## config.mk

```make
export PLATFORM = sky130hd
export DESIGN_NAME = fft_burst_ctrl
export DESIGN_NICKNAME = d
export VERILOG_FILES = /design/src/rtl/fft_burst_ctrl_pkg.sv /design/src/rtl/fft_burst_ctrl_harm_capture.sv /design/src/rtl/fft_burst_ctrl.sv
export SDC_FILE = /design/constraint.sdc
export NUM_CORES = 1
export LEC_CHECK = 0
export CAP_MARGIN = 30
export CORE_ASPECT_RATIO = 1.1
export CORE_MARGIN = 2
export CORE_UTILIZATION = 57
export DETAILED_ROUTE_END_ITERATION = 12
export PLACE_DENSITY = 0.89
export SLEW_MARGIN = 20
export SYNTH_ARGS = -nofsm -noshare
export SYNTH_HDL_FRONTEND = slang
export SYNTH_SLANG_ARGS = --single-unit
```

## constraint.sdc

```tcl
create_clock -name sys_clk -period 2.5 [get_ports sys_clk]
set_input_delay 0.5 -clock sys_clk [delete_from_list [all_inputs] [get_ports sys_clk]]
set_output_delay 0.5 -clock sys_clk [all_outputs]
set_load 0.005 [all_outputs]
```

## src/rtl/fft_burst_ctrl_pkg.sv

```systemverilog
// Shared types and constants for the burst-mode FFT frame controller.
package fft_burst_ctrl_pkg;

    // Harmonics captured per frame (fundamental plus 2..5).
    localparam int NUM_HARM = 5;

    typedef enum logic [2:0] {
        StIdle,
        StLoad,
        StWaitOut,
        StUnload,
        StDone,
        StGap
    } state_t;

    // Harmonic bins at or above this index are past Nyquist and are not captured.
    function automatic int unsigned fft_half(input int unsigned len);
        return len / 2;
    endfunction

endpackage

```

## src/rtl/fft_burst_ctrl_harm_capture.sv

```systemverilog
// Output-bin counter, harmonic bin table and |X|^2 shadow registers.
module fft_burst_ctrl_harm_capture
    import fft_burst_ctrl_pkg::*;
#(
    parameter int unsigned FFT_LEN = 1024,
    parameter int unsigned CNT_W   = 10,
    parameter int unsigned AMP_W   = 24
) (
    input  logic                      clk,
    input  logic                      rst_n,
    input  logic [CNT_W-1:0]          fund,
    input  logic                      clr,
    input  logic                      en,
    input  logic [AMP_W-1:0]          amp,
    output logic [CNT_W-1:0]          bcnt,
    output logic [NUM_HARM*AMP_W-1:0] shadows,
    output logic [NUM_HARM-1:0]       range_bits
);

    // Three guard bits hold 5*fund without wrapping, so out-of-range bins are never aliased.
    localparam int unsigned HW       = CNT_W + 3;
    localparam int unsigned FFT_HALF = fft_half(FFT_LEN);

    logic [HW-1:0]    harm   [NUM_HARM];
    logic [AMP_W-1:0] shadow [NUM_HARM];

    // Accumulator chain h_k = h_(k-1) + fund; settles a few cycles after fund is latched.
    always_ff @(posedge clk or negedge rst_n) begin
        if (!rst_n) begin
            for (int k = 0; k < NUM_HARM; k++) harm[k] <= '0;
        end else begin
            harm[0] <= {3'b000, fund};
            for (int k = 1; k < NUM_HARM; k++) harm[k] <= harm[k-1] + {3'b000, fund};
        end
    end

    // Range flags and flattened shadow bus.
    always_comb begin
        range_bits = '0;
        shadows    = '0;
        for (int k = 0; k < NUM_HARM; k++) begin
            range_bits[k]              = (harm[k] >= HW'(FFT_HALF));
            shadows[k*AMP_W +: AMP_W] = shadow[k];
        end
    end

    // Count output bins and grab amp when the bin matches an in-range harmonic.
    always_ff @(posedge clk or negedge rst_n) begin
        if (!rst_n) begin
            bcnt <= '0;
            for (int k = 0; k < NUM_HARM; k++) shadow[k] <= '0;
        end else if (clr) begin
            bcnt <= '0;
            for (int k = 0; k < NUM_HARM; k++) shadow[k] <= '0;
        end else if (en) begin
            bcnt <= bcnt + CNT_W'(1);
            for (int k = 0; k < NUM_HARM; k++) begin
                if (!range_bits[k] && (harm[k] == {3'b000, bcnt})) shadow[k] <= amp;
            end
        end
    end

endmodule

```

## src/rtl/fft_burst_ctrl.sv

```systemverilog
// Burst-mode FFT frame sequencer: sink framing, output-bin tracking, harmonic publish.
module fft_burst_ctrl
    import fft_burst_ctrl_pkg::*;
#(
    parameter int unsigned FFT_LEN = 1024,
    parameter int unsigned CNT_W   = 10,
    parameter int unsigned AMP_W   = 24,
    parameter int unsigned GAP_CYC = 16,
    parameter int unsigned TIMEOUT = 4096
) (
    input  logic               sys_clk,
    input  logic               sys_rst_n,
    input  logic               start,
    input  logic               cont_mode,
    input  logic [CNT_W-1:0]   fund_bin,
    input  logic               sink_ready,
    output logic               sink_valid,
    output logic               sink_sop,
    output logic               sink_eop,
    input  logic               source_valid,
    input  logic               source_sop,
    input  logic               source_eop,
    input  logic [AMP_W-1:0]   amp,
    output logic [AMP_W-1:0]   amp_1,
    output logic [AMP_W-1:0]   amp_2,
    output logic [AMP_W-1:0]   amp_3,
    output logic [AMP_W-1:0]   amp_4,
    output logic [AMP_W-1:0]   amp_5,
    output logic [4:0]         range_err,
    output logic               catch_flag,
    output logic               done,
    output logic               err
);

    localparam int unsigned WD_W  = $clog2(TIMEOUT + 1);
    localparam int unsigned GAP_W = $clog2(GAP_CYC + 1);

    state_t                    state;
    logic [CNT_W-1:0]          scnt;
    logic [WD_W-1:0]           wd;
    logic [GAP_W-1:0]          gcnt;
    logic [CNT_W-1:0]          fund;
    logic [CNT_W-1:0]          bcnt;
    logic [NUM_HARM*AMP_W-1:0] shadows;
    logic [NUM_HARM-1:0]       range_bits;
    logic                      cap_clr;
    logic                      cap_en;

    // Shadows are wiped while loading; the sop beat seen in WAIT_OUT is bin 0.
    always_comb begin
        cap_clr = (state == StLoad);
        cap_en  = source_valid && ((state == StUnload) || ((state == StWaitOut) && source_sop));
    end

    fft_burst_ctrl_harm_capture #(
        .FFT_LEN (FFT_LEN),
        .CNT_W   (CNT_W),
        .AMP_W   (AMP_W)
    ) u_capture (
        .clk        (sys_clk),
        .rst_n      (sys_rst_n),
        .fund       (fund),
        .clr        (cap_clr),
        .en         (cap_en),
        .amp        (amp),
        .bcnt       (bcnt),
        .shadows    (shadows),
        .range_bits (range_bits)
    );

    // Frame FSM with all outputs registered.
    always_ff @(posedge sys_clk or negedge sys_rst_n) begin
        if (!sys_rst_n) begin
            state      <= StIdle;
            scnt       <= '0;
            wd         <= '0;
            gcnt       <= '0;
            fund       <= '0;
            sink_valid <= 1'b0;
            sink_sop   <= 1'b0;
            sink_eop   <= 1'b0;
            amp_1      <= '0;
            amp_2      <= '0;
            amp_3      <= '0;
            amp_4      <= '0;
            amp_5      <= '0;
            range_err  <= '0;
            catch_flag <= 1'b0;
            done       <= 1'b0;
            err        <= 1'b0;
        end else begin
            done <= 1'b0;
            err  <= 1'b0;
            unique case (state)
                StIdle: begin
                    if (start) begin
                        fund       <= fund_bin;
                        state      <= StLoad;
                        scnt       <= '0;
                        sink_valid <= 1'b1;
                        sink_sop   <= 1'b1;
                        catch_flag <= 1'b1;
                    end
                end
                StLoad: begin
                    if (sink_ready) begin
                        scnt     <= scnt + CNT_W'(1);
                        sink_sop <= 1'b0;
                        if (sink_eop) begin
                            state      <= StWaitOut;
                            sink_valid <= 1'b0;
                            sink_eop   <= 1'b0;
                            wd         <= '0;
                        end else begin
                            sink_eop <= (scnt == CNT_W'(FFT_LEN - 2));
                        end
                    end
                end
                StWaitOut: begin
                    if (source_valid && source_sop) begin
                        state <= StUnload;
                    end else if (wd == WD_W'(TIMEOUT - 1)) begin
                        err        <= 1'b1;
                        state      <= StIdle;
                        catch_flag <= 1'b0;
                    end else begin
                        wd <= wd + WD_W'(1);
                    end
                end
                StUnload: begin
                    if (source_valid) begin
                        if (source_sop || (source_eop && (bcnt != CNT_W'(FFT_LEN - 1)))) begin
                            err        <= 1'b1;
                            state      <= StIdle;
                            catch_flag <= 1'b0;
                        end else if (source_eop) begin
                            // Final bin is never an in-range harmonic, so shadows are complete here.
                            state      <= StDone;
                            done       <= 1'b1;
                            catch_flag <= 1'b0;
                            amp_1      <= shadows[0*AMP_W +: AMP_W];
                            amp_2      <= shadows[1*AMP_W +: AMP_W];
                            amp_3      <= shadows[2*AMP_W +: AMP_W];
                            amp_4      <= shadows[3*AMP_W +: AMP_W];
                            amp_5      <= shadows[4*AMP_W +: AMP_W];
                            range_err  <= range_bits;
                        end
                    end
                end
                StDone: begin
                    gcnt  <= '0;
                    state <= cont_mode ? StGap : StIdle;
                end
                StGap: begin
                    if (!cont_mode) begin
                        state <= StIdle;
                    end else if (gcnt == GAP_W'(GAP_CYC - 1)) begin
                        state      <= StLoad;
                        scnt       <= '0;
                        sink_valid <= 1'b1;
                        sink_sop   <= 1'b1;
                        catch_flag <= 1'b1;
                    end else begin
                        gcnt <= gcnt + GAP_W'(1);
                    end
                end
                default: state <= StIdle;
            endcase
        end
    end

endmodule

```

## After elaboration in Yosys (flattened, before gate mapping)

Index checks and enable logic that the tools add are counted.

| cells by class | value |
|---|---|
| $add $sub $neg | 8 |
| $mul | 0 |
| div/mod/pow operators | 0 |
| order comparisons | 5 |
| equality and inequality tests | 27 |
| shift-type cells | 0 |
| mux-type cells | 58 |
| bitwise operators | 1 |
| reduce and logical (&&, ||, !) cells | 41 |

Operators by type and width:

| operator | number |
|---|---|
| 120-bit two-way mux | 2 |
| 24-bit two-way mux | 5 |
| 10-bit two-way mux | 6 |
| 13-bit by 10-bit == test with 1-bit output | 4 |
| 13-bit by 10-bit >= comparator with 1-bit output (second input constant) | 4 |
| 13-bit two-way mux | 4 |
| 13-bit by 10-bit adder with 13-bit output | 3 |
| 3-bit two-way mux | 11 |
| 10-bit case mux with 3 select lines | 1 |
| 13-bit case mux with 2 select lines | 1 |
| 10-bit by 1-bit adder with 10-bit output (second input constant) | 2 |
| 1-bit two-way mux | 20 |
| 2-bit inequality test (second input constant) | 9 |
| 3-bit case mux with 6 select lines | 1 |
| 2-bit nonzero test | 8 |
| 2-bit AND reduction | 7 |
| 13-bit by 1-bit adder with 13-bit output (second input constant) | 1 |
| 13-bit by 12-bit == test with 1-bit output (second input constant) | 1 |
| 10-bit by 10-bit adder with 11-bit output | 1 |
| 10-bit == test | 1 |
| 10-bit == test (second input constant) | 1 |
| 10-bit >= comparator (second input constant) | 1 |
| 5-bit two-way mux | 2 |
| 10-bit inequality test (second input constant) | 1 |
| other kinds (26) | 43 |

| word-level totals | value |
|---|---|
| bits in registers | 364 |
| latch bits | 0 |
| memory bits (writable) | 0 |
| memory bits (read-only) | 0 |
| input bits | 42 |
| output and inout port bits | 131 |
| word-level logic and storage cells | 168 |
| memories kept | 0 |

## Depth between registers and ports, before layout

Gate-level depths: netlist of run 1.

| logic depth | value |
|---|---|
| depth after elaboration | 6 |
| depth in mapped cells | 8 |
| depth with buffers taken out | 8 |

## By module

A second synthesis of run 1 with hierarchy kept.

| second synthesis, totals | value |
|---|---|
| cells, all modules | 1329 |
| area total of the unflattened synthesis | 16380.7 sq um |

By module, submodules not included:

| module | times used | cells an instance | area an instance (sq um) |
|---|---|---|---|
| fft_burst_ctrl_harm_capture | 1 | 812 | 9136.3 |
| fft_burst_ctrl | 1 | 517 | 7244.4 |

## Least setup slack after synthesis of run 1

Ideal clock, no wire load.

| timing | value |
|---|---|
| path kind | flip-flop to flip-flop |
| from | register state[2] |
| to | register u_capture.shadow (netlist bit u_capture.shadows[19]) |
| data arrival time | 2.158 ns |
| slack | 0.210 ns |
| stages on the path, launching flop included | 9 |
| clock period less this slack | 2.290 ns |
| cell sequence | dfrtp_1 -> clkbuf_1 -> or4_4 -> buf_6 -> or4_4 -> buf_6 -> buf_12 -> mux2i_1 -> nor2_1 |

| on the way | value |
|---|---|
| word-level cells in the longest chain between the ends | 6 |

Ends and longest elaborated chain:

| item | RTL line | RTL |
|---|---|---|
| start, declared | fft_burst_ctrl.sv:38 | `state_t state;` |
| start signal, assigned | fft_burst_ctrl.sv:74 | `state <= StIdle;` |
| start signal, assigned | fft_burst_ctrl.sv:98 | `state <= StLoad;` |
| start signal, assigned | fft_burst_ctrl.sv:110 | `state <= StWaitOut;` |
| 3-bit by 2-bit == test with 1-bit output | fft_burst_ctrl.sv:52 | `cap_en = source_valid && ((state == StUnload) \|\| ((state == StWaitOut) && source_sop));` |
| 1-bit logical AND | fft_burst_ctrl.sv:52 |  |
| 1-bit logical OR | fft_burst_ctrl.sv:52 |  |
| 1-bit logical AND | fft_burst_ctrl.sv:52 |  |
| 2-bit nonzero test (no source line) | - |  |
| 2-bit AND reduction (no source line) | - |  |
| end signal, assigned by index | fft_burst_ctrl_harm_capture.sv:58 | `if (!range_bits[k] && (harm[k] == {3'b000, bcnt})) shadow[k] <= amp;` |
| end, declared | fft_burst_ctrl_harm_capture.sv:25 | `logic [AMP_W-1:0] shadow [NUM_HARM];` |

Several ways; a longest one is shown, not always the timed one.
A chain may end at the register's enable or synchronous reset.

## Worst setup path in the final report of run 1

| timing | value |
|---|---|
| from | register fund[0] |
| to | register u_capture.harm[25] (netlist bit) |

| on the way | value |
|---|---|
| word-level cells in the longest chain between the ends | 1 |

Ends and longest elaborated chain:

| item | RTL line | RTL |
|---|---|---|
| start, declared | fft_burst_ctrl.sv:42 | `logic [CNT_W-1:0] fund;` |
| start signal, assigned | fft_burst_ctrl.sv:97 | `fund <= fund_bin;` |
| 13-bit by 10-bit adder with 13-bit output | fft_burst_ctrl_harm_capture.sv:33 | `for (int k = 1; k < NUM_HARM; k++) harm[k] <= harm[k-1] + {3'b000, fund};` |
| end, declared | fft_burst_ctrl_harm_capture.sv:24 | `logic [HW-1:0] harm [NUM_HARM];` |

Every way passes these cells.

==> results of run 1 <==
sequential cells by signal, summed over array words and instances (netlist names), 3 cells and up:
name               cells
u_capture.harm        59
u_capture.bcnt        10
range_err              5
fund                  10
gcnt                   5
amp_4                 24
wd                    13
scnt                  10
u_capture.shadows    120
amp_3                 24
state                  3
amp_1                 24
amp_5                 24
amp_2                 24
kinds of logic (layout without fill, tap and decap cells):
| family | count (synthesis) | after routing | share of synthesized area |
|---|---|---|---|
| simple gates | 346 | 346 | 0.102 |
| fa+ha+maj | 50 | 50 | 0.0404 |
| flops | 361 | 361 | 0.557 |
| other cells | 0 | 1 | 0 |
| xor+xnor | 88 | 88 | 0.0475 |
| mux | 251 | 251 | 0.165 |
| buf+inv | 78 | 302 | 0.0255 |
| compound gates | 165 | 165 | 0.0631 |
synthesized netlist by cell type, types with 2 or more instances:
master | instances | share of area
sky130_fd_sc_hd__a211oi_1 | 15 | 0.0069
sky130_fd_sc_hd__a21o_1 | 11 | 0.0051
sky130_fd_sc_hd__a21oi_1 | 30 | 0.0093
sky130_fd_sc_hd__a22o_1 | 2 | 0.0011
sky130_fd_sc_hd__a22oi_1 | 2 | 0.00092
sky130_fd_sc_hd__a31o_2 | 2 | 0.0011
sky130_fd_sc_hd__a31oi_1 | 2 | 0.00077
sky130_fd_sc_hd__and2_1 | 4 | 0.0015
sky130_fd_sc_hd__and3_1 | 12 | 0.0046
sky130_fd_sc_hd__and4_1 | 3 | 0.0016
sky130_fd_sc_hd__buf_1 | 2 | 0.00046
sky130_fd_sc_hd__buf_12 | 2 | 0.0025
sky130_fd_sc_hd__buf_2 | 11 | 0.0034
sky130_fd_sc_hd__buf_6 | 10 | 0.0069
sky130_fd_sc_hd__clkbuf_1 | 35 | 0.0081
sky130_fd_sc_hd__dfrtp_1 | 361 | 0.56
sky130_fd_sc_hd__fa_1 | 4 | 0.0049
sky130_fd_sc_hd__ha_1 | 46 | 0.035
sky130_fd_sc_hd__inv_1 | 18 | 0.0042
sky130_fd_sc_hd__mux2_2 | 130 | 0.090
sky130_fd_sc_hd__mux2i_1 | 121 | 0.075
sky130_fd_sc_hd__nand2_1 | 61 | 0.014
sky130_fd_sc_hd__nand2b_1 | 4 | 0.0015
sky130_fd_sc_hd__nand3_1 | 25 | 0.0077
sky130_fd_sc_hd__nand3b_1 | 2 | 0.00092
sky130_fd_sc_hd__nand4_1 | 22 | 0.0085
sky130_fd_sc_hd__nand4b_1 | 4 | 0.0022
sky130_fd_sc_hd__nor2_1 | 169 | 0.039
sky130_fd_sc_hd__nor2b_1 | 5 | 0.0019
sky130_fd_sc_hd__nor3_1 | 12 | 0.0037
sky130_fd_sc_hd__nor3b_1 | 3 | 0.0014
sky130_fd_sc_hd__nor4_1 | 3 | 0.0012
sky130_fd_sc_hd__nor4_4 | 4 | 0.0052
sky130_fd_sc_hd__o211ai_1 | 7 | 0.0032
sky130_fd_sc_hd__o21a_1 | 5 | 0.0023
sky130_fd_sc_hd__o21ai_0 | 65 | 0.020
sky130_fd_sc_hd__o21bai_1 | 4 | 0.0019
sky130_fd_sc_hd__o31ai_1 | 6 | 0.0028
sky130_fd_sc_hd__o41ai_1 | 2 | 0.0011
sky130_fd_sc_hd__or3_1 | 4 | 0.0015
sky130_fd_sc_hd__or4_4 | 2 | 0.0014
sky130_fd_sc_hd__xnor2_1 | 72 | 0.039
sky130_fd_sc_hd__xor2_1 | 16 | 0.0086
worst max-delay path: stages (launching register included):
cell and delay [ns]:
sky130_fd_sc_hd__dfrtp_1 0.44, sky130_fd_sc_hd__ha_1 0.28, sky130_fd_sc_hd__fa_1 0.45, sky130_fd_sc_hd__a211oi_2 0.26
sky130_fd_sc_hd__o21ai_1 0.15, sky130_fd_sc_hd__a31o_2 0.28, sky130_fd_sc_hd__a21o_1 0.20, sky130_fd_sc_hd__and3_1 0.18
worst max-delay path by stage:
| stage | startpoint | to | slack (ns) | depth (start not counted) |
|---|---|---|---|---|
| 2_1_floorplan | state[2] | u_capture.shadows[19] | 0.21 | 8 |
| 3_3_place_gp | source_sop | u_capture.shadows[25] | -0.26 | 8 |
| 3_5_place_dp | source_sop | u_capture.shadows[60] | -0.35 | 8 |
| 4_1_cts | fund[0] | u_capture.harm[25] | 0.03 | 7 |
| 5_1_grt | fund[0] | u_capture.harm[25] | 0.05 | 7 |
| 6_report | fund[0] | u_capture.harm[25] | 0.15 | 7 |
through the flow:
step,utilization,setup TNS [ns]
6_report,0.707,0
5_1_grt,0.707,0
4_1_cts,0.707,0
3_5_place_dp,0.667,-33.45
3_3_place_gp,0.667,-28.38
2_1_floorplan,-,0
final cells by class:
type,instances,area (µm²)
antenna,1,2.50
clock inverter,9,70.1
multi-input combinational,900,6800
inverter,18,67.6
tap,363,454
sequential,361,9030
clock buffer,53,1020
timing repair buffer,222,2320
fill,1798,8180
power groups by stage:
stage / clock network (W) / registers, W / logic (W)
3_5_place_dp: 0 / 0.00743 / 0.00666
4_1_cts: 0.00513 / 0.00732 / 0.00673
6_report: 0.00503 / 0.00733 / 0.00679
5_1_grt: 0.00536 / 0.00742 / 0.00757
2_1_floorplan: 0 / 0.00722 / 0.00504
3_3_place_gp: 0 / 0.00739 / 0.00635
routing by layer:
metal	vias to the layer above	part of all wire	wire length (µm)
met5	-	0	0
met2	403	0.50	18700
met4	0	0.029	1070
met3	70	0.057	2120
met1	5633	0.41	15200
li1	5102	-	-
what timing repair did:
action,CTS,global route
hold buffers,1,0
gates resized for setup,0,3
endpoints found under the hold margin,33,0
endpoints found under the setup margin,0,3
==> results.toml, run 1 <==
[floorplan]
num_rows = 64
floorplan.die_area_um2 = 29800
die_h_um = 181
design.portCount = 173
dieWidth_um = 165
initial_utilization = 0.581
core_um2 = 27900

[final_layout]
num-nets-final = 1631
layout-drive-gt1-share = 0.159
layout.cells.most_common_list = "sky130_fd_sc_hd__dfrtp_1, sky130_fd_sc_hd__clkdlybuf4s50_1, sky130_fd_sc_hd__nor2_1"
final_design_area_no_fill_um2 = 19800
final_common_cell = "sky130_fd_sc_hd__dfrtp_1"
post_layout_nonfiller_instances = 1927
synthToLayoutAreaGrowth_pct = 21.8

[critical_path]
critical_path_required_ns = 2.90
cp-start-kind = "flip-flop"
worst_setup_path_end_kind = "flip-flop"
regToRegEndpoint = "u_capture.harm[25]"
ff2ff_setup_slack_ns = 0.15
r2r_start = "fund[0]"
reg2reg_depth = 7
critical_path_class = "flip-flop to flip-flop"
critical_path_arrival_ns = 2.75
critical_path_peak_fanout = 3

[yosys]
syn-mean-instance-area_um2 = 12.1
asyncSetResetFlopFracSynth = 1.00
synth_enable_flop_cells = 0
synth_area_um2 = 16200
syn_inst = 1339
synth_fp_nets = 1431
synth_seq_cells = 361
synth_top_flop_cell = "sky130_fd_sc_hd__dfrtp_1"
synthDistinctLibCells = 62
synth_warnings = 0
fraction_of_the_yosys_area_taken_by_sequential_cells = 0.557

[route]
detailedRoute.firstPassIterationCount = 5
post_drt_wl_per_cell_um = 19.3
detail_route.iter0.violations = 752
routed-via-count = 11208
drt_drc_violations_left = 0
ant_nets_after_route = 0
post_drt_via_cell_ratio = 5.82
totalWireLength_mm = 37.2

[power]
p_switching_w = 0.00664
power_density_nw_per_um2 = 969
power_frac_comb = 0.354
internal_power_of_the_cells_w = 0.0125
vdd_drop_max_mv = 0.986
total_power_w = 0.0191
power.share.clock = 0.263
switching_share = 0.347
cellLeakagePower_nw = 9.21
seq_power_share = 0.383

[clock_tree]
tritoncts = "yes"
htreeDepth = 2
cts_max_path_buffers = 3
clk_latency_ns = 0.52
clockRootBuffer = "sky130_fd_sc_hd__clkbuf_16"
numCtsBuffers = 36
sink_count_of_the_clock_tree = 361
clkSlewWorstSetupHoldPaths_ns = 0.06
cts_setup_buffers = 0

[sta]
tightestPinTransition_ns = 0.528
timing.final.setup_violations = 0
slew_margin_rel = 0.645
hold_viol = 0
final_cycle_utilization_of_the_critical_path = 0.941
grt_setup_unrepaired = "false"
hold_ws_ns = 0.460
clock_skew_ns = 0.0218
post_layout_min_period_ns = 2.35
min_setup_slack_post_route_ns = 0.148
final_max_slew_viol_count = 0
max_freq_mhz = 425

[placed_design]
dpl_worst_slack_ns = -0.348
place.gp.congestion = 0.920
numPlacedInstances = 1863
place_area_um2 = 18600
placement.io_buffers = 172
dpl.hpwl_mm = 25.2

[global_routing]
grt_first_pass_wirelength_mm = 59.7
grtUsageMet3 = 0.0441
overflow = 0
pin_count_of_the_biggest_net_entering_global_routing = 82
met1_usage = 0.329
number_of_antenna_violations_at_the_first_check_in_global_routing = 1
via_count_of_the_first_global_routing_pass = 11490
groute.usage.overall = 0.253
grt_busiest_layer = "met2"
grt_util_met2 = 0.435

[min_path]
min-delay-path-class = "primary input to async pin"

[run]
drv_cap = 0

[status]
result_of_the_run = "completed"
Note: power is estimated with default switching activity, not from simulation.
==> run 2: changes to the inputs <==
--- a/config.mk
+++ b/config.mk
@@ -10,7 +10,7 @@
 export CORE_MARGIN = 2
 export CORE_UTILIZATION = 57
 export DETAILED_ROUTE_END_ITERATION = 12
-export PLACE_DENSITY = 0.89
+export PLACE_DENSITY = 0.9
 export SLEW_MARGIN = 20
 export SYNTH_ARGS = -nofsm -noshare
 export SYNTH_HDL_FRONTEND = slang
==> results.toml, run 2 (same netlist as run 1, synthesis figures left out) <==
[floorplan]
dieWidth_um = 165
floorplan.die_area_um2 = 29800
initial_utilization = 0.581
design.portCount = 173
core_um2 = 27900
die_h_um = 181
num_rows = 64

[global_routing]
via_count_of_the_first_global_routing_pass = 11858
grt_first_pass_wirelength_mm = 62.4
pin_count_of_the_biggest_net_entering_global_routing = 85
number_of_antenna_violations_at_the_first_check_in_global_routing = 0
overflow = 0
groute.usage.overall = 0.264

[placed_design]
placement.io_buffers = 172
place.gp.congestion = 0.894
dpl_worst_slack_ns = -0.319
dpl.hpwl_mm = 26.1

[power]
power_density_nw_per_um2 = 1010
vdd_drop_max_mv = 1.14
total_power_w = 0.0201
cellLeakagePower_nw = 9.29

[clock_tree]
htreeDepth = 2
clkSlewWorstSetupHoldPaths_ns = 0.06
clockRootBuffer = "sky130_fd_sc_hd__clkbuf_16"
tritoncts = "yes"
cts_max_path_buffers = 3
clk_latency_ns = 0.52
numCtsBuffers = 38
sink_count_of_the_clock_tree = 361
cts_setup_buffers = 0

[critical_path]
crit_slowest_cell = "sky130_fd_sc_hd__dfrtp_1"
worst-path-buf-inv = 0
cpPeakStageDelay_ns = 0.43
reg2reg_depth = 7
r2r_start = "fund[0]"
critical_path_required_ns = 2.90
cp-start-kind = "flip-flop"
critical_path_class = "flip-flop to flip-flop"
crit_family = "compound AO/OA/AOI/OAI gates"
worst_setup_path_end_kind = "flip-flop"
regToRegEndpoint = "u_capture.harm[25]"
critical_path_arrival_ns = 2.81
critical_path_peak_fanout = 3
critical_path.cell_chain = "ha_1, fa_1, a211oi_2, o21ai_0, a31o_2, a21o_1, and3_1"
ff2ff_setup_slack_ns = 0.09

[route]
detailedRoute.firstPassIterationCount = 5
drt_drc_violations_left = 0
totalWireLength_mm = 38.8
post_drt_via_cell_ratio = 5.92
detail_route.iter0.violations = 906
ant_nets_after_route = 0
post_drt_wl_per_cell_um = 20.1
routed-via-count = 11411

[sta]
max_freq_mhz = 414
tightestPinTransition_ns = 0.913
slew_margin_rel = 0.391
hold_ws_ns = 0.463
hold_viol = 0
final_max_slew_viol_count = 0
clock_skew_ns = 0.0155
post_layout_min_period_ns = 2.41
min_setup_slack_post_route_ns = 0.0868
final_cycle_utilization_of_the_critical_path = 0.965
timing.final.setup_violations = 0

[min_path]
worstHoldStart = "u_capture.harm[25]"
min-delay-path-class = "flip-flop to flip-flop"
min_delay_worst_endpoint = "u_capture.harm[12]"
hold_path_depth = 1

[final_layout]
final_common_cell = "sky130_fd_sc_hd__dfrtp_1"
layout.cells.most_common_list = "sky130_fd_sc_hd__dfrtp_1, sky130_fd_sc_hd__clkdlybuf4s50_1, sky130_fd_sc_hd__nor2_1"
layout-drive-gt1-share = 0.160
synthToLayoutAreaGrowth_pct = 22.8
insertedDiodeCount = 0
final.fill_count = 1820
largest_register_ff_count = 120
num-nets-final = 1631

[run]
drv_cap = 0

[status]
result_of_the_run = "completed"
[run 2: final cells by class]
class                   count  area (µm²)  area share
flip-flops and latches    361        9030       0.453
multi-input cells         900        6790       0.341
repair buffers            220        2300       0.116
clock buffers              54        1090      0.0548
well taps                 363         454      0.0228
clock inverters            11         188     0.00942
inverters                  18        67.6     0.00339
[run 2: through the flow]
step / utilization / setup TNS [ns] / instances / instance area (µm²)
finish: 0.713 / 0 / 1927 / 19900
global route: 0.713 / -0.0175 / 1927 / 19900
CTS: 0.713 / 0 / 1927 / 19900
detailed placement: 0.667 / -30.76 / 1861 / 18600
global placement: 0.667 / -25.38 / 1861 / 18600
floorplan: - / 0 / 1339 / 16200
[run 2: power by group]
part	switching [W]	internal (W)	total, W
clock network	0.00227	0.00347	0.00574
logic	0.00394	0.00302	0.00696
registers	0.000750	0.00665	0.00740
total	0.00696	0.0131	0.0201
[run 2: worst max path at each step]
stage	start	endpoint	slack, ns	cells after the start
after global placement	source_sop	u_capture.shadows[25]	-0.24	8
after detailed placement	source_sop	u_capture.shadows[47]	-0.32	8
after floorplan	state[2]	u_capture.shadows[19]	0.21	8
after CTS	fund[0]	u_capture.harm[25]	0.04	7
final	fund[0]	u_capture.harm[25]	0.09	7
after global routing	fund[0]	u_capture.harm[25]	-0.02	7
[run 2: worst reg2reg max path, cell delays in order, from the launching register on]
cell and delay, ns:
sky130_fd_sc_hd__dfrtp_1 0.43, sky130_fd_sc_hd__ha_1 0.27, sky130_fd_sc_hd__fa_1 0.43, sky130_fd_sc_hd__a211oi_2 0.31
sky130_fd_sc_hd__o21ai_0 0.20, sky130_fd_sc_hd__a31o_2 0.28, sky130_fd_sc_hd__a21o_1 0.19, sky130_fd_sc_hd__and3_1 0.18
[run 2: routing by layer]
layer | share of wire | vias up | global-route usage
met1 | 0.40 | 5759 | 0.343
li1 | - | 5117 | -
met2 | 0.51 | 435 | 0.453
met5 | 0 | - | 0
met3 | 0.060 | 100 | 0.0402
met4 | 0.032 | 0 | 0.0880
[run 2: timing repair]
item / in CTS / in global routing
endpoints found under the hold margin: 52 / 0
endpoints found under the setup margin: 0 / 4
hold buffers: 1 / 0
resized for setup: 0 / 3
